<file path="config.mk">
export PLATFORM = sky130hd
export DESIGN_NAME = serial_deser_flat
export DESIGN_NICKNAME = d
export VERILOG_FILES = /design/src/rtl/serial_deser_if.sv /design/src/rtl/serial_deser.sv /design/src/flat_wrapper.sv
export SDC_FILE = /design/constraint.sdc
export NUM_CORES = 1
export LEC_CHECK = 0
export CAP_MARGIN = 30
export CORE_MARGIN = 4
export CORE_UTILIZATION = 48
export CTS_CLUSTER_SIZE = 25
export DETAILED_ROUTE_END_ITERATION = 8
export PLACE_DENSITY = 0.77
export SYNTH_ARGS = -nofsm -noshare
export SYNTH_HDL_FRONTEND = slang
export SYNTH_SLANG_ARGS = --single-unit
export TNS_END_PERCENT = 5
</file>
<file path="constraint.sdc">
create_clock -name clk -period 1.8 [get_ports clk]
set_input_delay 0.18 -clock clk [delete_from_list [all_inputs] [get_ports clk]]
set_output_delay 0.18 -clock clk [all_outputs]
set_load 0.01 [all_outputs]
</file>
<file path="src/rtl/serial_deser_if.sv">
// Bit-stream handshake bundle between the upstream DFF stage (master) and serial_deser (slave).
// Carries the serial input controls and the registered word/status outputs.
interface serial_deser_if #(
    parameter int unsigned WIDTH = 8
);
    localparam int unsigned CW = $clog2(WIDTH + 1);

    logic             en;
    logic             d;
    logic             clear;
    logic [WIDTH-1:0] q;
    logic             valid;
    logic             busy;
    logic [CW-1:0]    count;
    logic             perr;

    modport master (
        output en, d, clear,
        input  q, valid, busy, count, perr
    );

    modport slave (
        input  en, d, clear,
        output q, valid, busy, count, perr
    );
endinterface

</file>
<file path="src/rtl/serial_deser.sv">
// MSB-first serial-to-parallel deserializer with a one-cycle valid strobe per completed word.
// Optional even-parity bit after each word when SERIAL_DESER_PARITY_EN is defined.
module serial_deser #(
    parameter int unsigned WIDTH = 8
) (
    input logic           clk,
    input logic           rst_n,
    serial_deser_if.slave bus
);
    localparam int unsigned CW = $clog2(WIDTH + 1);

`ifdef SERIAL_DESER_PARITY_EN
    // Full word is kept so it can be checked and loaded on the parity edge.
    localparam int unsigned SRW = WIDTH;
    typedef enum logic [1:0] {StIdle, StShift, StPar} state_t;
`else
    localparam int unsigned SRW = WIDTH - 1;
    typedef enum logic [1:0] {StIdle, StShift} state_t;
`endif

    state_t           r_state;
    logic [SRW-1:0]   r_sr;
    logic [CW-1:0]    r_count;
    logic [WIDTH-1:0] r_q;
    logic             r_valid;
    logic             r_busy;
    logic [WIDTH-1:0] w_word;
    logic             w_last;

    assign w_word = {r_sr[WIDTH-2:0], bus.d};
    assign w_last = (r_count == CW'(WIDTH - 1));

`ifdef SERIAL_DESER_PARITY_EN
    logic r_perr;
`endif

    always_ff @(posedge clk or negedge rst_n) begin
        if (!rst_n) begin
            r_state <= StIdle;
            r_sr    <= '0;
            r_count <= '0;
            r_q     <= '0;
            r_valid <= 1'b0;
            r_busy  <= 1'b0;
`ifdef SERIAL_DESER_PARITY_EN
            r_perr  <= 1'b0;
`endif
        end else begin
            r_valid <= 1'b0;
            if (bus.clear) begin
                // Abort wins over en, even on the completing bit; q is left untouched.
                r_state <= StIdle;
                r_sr    <= '0;
                r_count <= '0;
                r_busy  <= 1'b0;
            end else if (bus.en) begin
                unique case (r_state)
                    StIdle: begin
                        r_sr    <= w_word[SRW-1:0];
                        r_count <= CW'(1);
                        r_state <= StShift;
                        r_busy  <= 1'b1;
                    end
                    StShift: begin
                        r_sr <= w_word[SRW-1:0];
                        if (w_last) begin
`ifdef SERIAL_DESER_PARITY_EN
                            r_count <= r_count + CW'(1);
                            r_state <= StPar;
`else
                            r_q     <= w_word;
                            r_valid <= 1'b1;
                            r_count <= '0;
                            r_state <= StIdle;
                            r_busy  <= 1'b0;
`endif
                        end else begin
                            r_count <= r_count + CW'(1);
                        end
                    end
`ifdef SERIAL_DESER_PARITY_EN
                    StPar: begin
                        r_q     <= r_sr;
                        r_valid <= 1'b1;
                        r_perr  <= (^r_sr) ^ bus.d;
                        r_count <= '0;
                        r_state <= StIdle;
                        r_busy  <= 1'b0;
                    end
`endif
                    default: begin
                        r_state <= StIdle;
                        r_count <= '0;
                        r_busy  <= 1'b0;
                    end
                endcase
            end
        end
    end

    assign bus.q     = r_q;
    assign bus.valid = r_valid;
    assign bus.busy  = r_busy;
    assign bus.count = r_count;
`ifdef SERIAL_DESER_PARITY_EN
    assign bus.perr  = r_perr;
`else
    assign bus.perr  = 1'b0;
`endif
endmodule

</file>
<file path="src/flat_wrapper.sv">
// flat-port wrapper written by rule: the top's interface ports become plain ports
module serial_deser_flat 
#(
    parameter int unsigned WIDTH = 8
)
  (clk, rst_n, bus_en, bus_d, bus_clear, bus_q, bus_valid, bus_busy, bus_count, bus_perr);
  serial_deser_if #(.WIDTH(WIDTH)) bus_i ();
  input logic clk;
  input logic rst_n;
  input wire logic [$bits(bus_i.en)-1:0] bus_en;
  input wire logic [$bits(bus_i.d)-1:0] bus_d;
  input wire logic [$bits(bus_i.clear)-1:0] bus_clear;
  output wire logic [$bits(bus_i.q)-1:0] bus_q;
  output wire logic [$bits(bus_i.valid)-1:0] bus_valid;
  output wire logic [$bits(bus_i.busy)-1:0] bus_busy;
  output wire logic [$bits(bus_i.count)-1:0] bus_count;
  output wire logic [$bits(bus_i.perr)-1:0] bus_perr;
  assign bus_i.en = bus_en;
  assign bus_i.d = bus_d;
  assign bus_i.clear = bus_clear;
  assign bus_q = bus_i.q;
  assign bus_valid = bus_i.valid;
  assign bus_busy = bus_i.busy;
  assign bus_count = bus_i.count;
  assign bus_perr = bus_i.perr;
  serial_deser #(.WIDTH(WIDTH)) u_core (.clk(clk), .rst_n(rst_n), .bus(bus_i));
endmodule
</file>
==> flow_results.org <==
** Clock network
- Count of buffers added by post-CTS timing repair for setup :: 0
- Htree depth :: 1
- In this run, post-CTS repair resized a total of 0 instances.
- TritonCTS built the clock tree.
- Clock-pin slew was measured on the worst setup and hold paths at 100 ps.
- The clock passes through at most 2 buffers.
- The number of clock buffers added by TritonCTS is 3.
- Clk Latency, worst-skew pair :: around 290 ps
- After clock tree synthesis, the flow added hold-fix buffers numbering 0.
- Clock tree synthesis found a total of 21 sinks.
- Clock root buffer :: clkbuf_4

** Route
- Via/cell ratio :: between 4 and 5
- For this block, the initial DRC count from the detailed router was 4.
- The pre-antenna-repair detailed-routing pass consisted of 4 iterations.
- After detailed routing, the average wire length per cell comes to 12.7 um.
- Vias after detailed routing :: 589
- Total routed wirelength :: 1520 um
- Antenna Nets Post-Route :: 0
- Count of unresolved DRC violations after routing :: 0

** Yosys
- By instance count, the leading cell after synthesis is dfrtp_1.
- Asr flop ratio synth :: 100%
- Number of flops mapped to enable cells by yosys :: 0
- Synthesis inferred 21 register bits.
- Synth top area cells :: dfrtp_1 59%, mux2_2 10%, mux2i_1 7.9%, nor2_1 3.8%, a21oi_1 2.2%
- Number of nets produced by synthesis :: 77
- Count of warnings emitted by yosys :: 0
- Netlist area before placement :: 891 sq um
- Sequential elements use 59.0% of the synthesized area.
- Synthesis handed over a netlist of 71 instances.
- Top cells by instance count after synthesis :: 21 x dfrtp_1, 9 x nor2_1, 8 x mux2_2, 7 x mux2i_1
- Cell taking the most area after synthesis :: dfrtp_1
- A synthesized cell averages 12.5 sq um.
- The synthesized design devotes to its leading area cell type between 50% and 60% of total area.
- Number of distinct library cells after synthesis :: 23
- Ys flop type :: dfrtp_1

** Timing
- Highest attainable clock frequency :: 618 MHz
- Summed negative setup slack over all endpoints :: 0 ps
- The hold violation count in the final report was 0.
- Hold Worst Slack :: 212 ps
- Shortest period the worst path allows :: roughly 1600 ps
- The clock arrives with 0.893 ps of skew.
- The final count of pins violating max slew came to 0.
- Setup repair after global routing left no endpoint under its margin.
- The worst path uses 89.8% of the clock period.
- Setup violations remaining at the end of the flow were counted as 0.

** Layout
- Relative to the synthesized area, the layout overhead comes to 28.2%.
- Number of diodes added for antenna fixing :: 0
- Leaving out filler cells and counting taps, the final layout contains around 120.
- Net count reported at finish :: roughly 100
- Fraction of final layout cells with drive strength greater than 1 :: 18.1%
- End-of-flow core utilization :: 65.4%

** Critical path
- For the worst setup path, the data arrival time is 1800 ps.
- The critical path is of the flop to flop type.
- Max FO, Critical Path :: 9
- Startpoint types :: flop
- Kind of end point of the critical path :: flop
- At the worst endpoint, the required time is 1980 ps.

** Global routing
- Entering global routing, the biggest net connects 22 pins.
- Antenna violations before repair :: 0
- Global routing finished with a remaining overflow of 0.
- The via count of the first global-routing pass is 589.
- GRT Resource Usage Total :: 13.3%
- The first global-routing pass estimated between 2000 and 3000 um of wire.

** Place
- Buffers placed on the I/O ports in this run total 18.
- Once placement completed, the tool counted placed cells totaling roughly 120.
- Weighted congestion at the end of routability-driven global placement :: 0.764
- Detailed placer's ending HPWL :: 1090 um

** Floorplan
- Die Span X :: around 50 um
- The die is approximately 51 um tall.
- During I/O placement, the number of pins put on the boundary was 20.
- The die covers 2610 sq um.
- Core footprint :: between 1500 and 2000 sq um
- Row generation in the floorplan step produced 15 rows.
- For this configuration, the core starts out at a cell density of roughly half.

** Status
- Outcome :: completed

** Power and ir drop
- Maximum VDD drop :: 0.508 mV
- Power spread over the standard cell area amounts to between 600 and 700 nW/um^2.
- For this design the static power due to leakage is roughly 0.57 nW.

** Hold path
- Worst min-delay path category :: input port to asynchronous set/reset pin

** Job
- Max Cap Viol :: 0
## state kept, by name, summed over array words and instances, names as in the netlist
name and cells:
u_core.bus.q 8, u_core.r_state 1, u_core.bus.count 4, u_core.bus.valid 1
u_core.r_sr 7
## power breakdown
group / internal, mW / switching (mW)
Clock: 0.0861 / 0.126
Combinational: 0.0276 / 0.0330
Sequential: 0.478 / 0.00717
## routing by layer
metal	up-vias	routed length (um)	GRT usage, %
met1	284	711	19.0
met4	0	6	4.04
met2	16	706	19.5
met5	-	0	0
li1	287	-	-
met3	2	91	3.50
## stage by stage
stage	setup WS, ps	area, sq um	power [mW]
global placement	219	1120	0.555
finish	183	1140	0.758
global route	84.7	1140	0.798
floorplan	210	891	0.520
detailed placement	189	1120	0.556
CTS	172	1140	0.773
## layout make-up
cell class                 count  area [sq um]
sequential                    21           526
inverter                       2          7.51
fill                         145           603
multi-input combinational     45           342
clock buffer                   4          26.3
timing repair buffer          22           210
tap                           25          31.3
## worst max-delay path, cell delays in order, from the launching register on
cell and delay (ps):
dfrtp_1 400, ha_1 280, nand3b_4 120, nor3_4 160
buf_4 190, mux2_2 350
## worst paths after layout
path                                                 start                          end  slack, ps  cells past startpoint
setup / recovery           u_core.bus.count[0]$_DFFE_PN0P_  u_core.bus.q[0]$_DFFE_PN0P_        180                      5
hold / removal                                       rst_n   u_core.bus.valid$_DFF_PN0_        210                      2
setup reg to reg           u_core.bus.count[0]$_DFFE_PN0P_  u_core.bus.q[0]$_DFFE_PN0P_        180                      5
hold reg to reg                u_core.bus.q[2]$_DFFE_PN0P_  u_core.bus.q[2]$_DFFE_PN0P_        520                      1
max in group asynchronous                            rst_n   u_core.r_sr[6]$_DFFE_PN0P_       1380                      2
min in group clk               u_core.bus.q[2]$_DFFE_PN0P_  u_core.bus.q[2]$_DFFE_PN0P_        520                      1
## layout by cell type (no fill, tap or decap), drive strengths merged, types with 4 or more instances in the layout
master,n
dfrtp,21
nand2,4
mux2,8
mux2i,7
clkbuf,4
buf,4
clkdlybuf4s50,18
a21oi,4
nor2,9
## kinds of logic (layout without fill, tap and decap cells)
logic type      Yosys count  count (layout)  synth area share [%]
compound gates            7               7                  4.63
flops                    21              21                  59.0
other cells               1               1                 0.421
buf+inv                   5              28                  2.67
simple gates             21              21                  13.9
fa+ha+maj                 1               1                  1.40
mux                      15              15                  18.0
No activity file was read; power rests on OpenSTA's default activity.
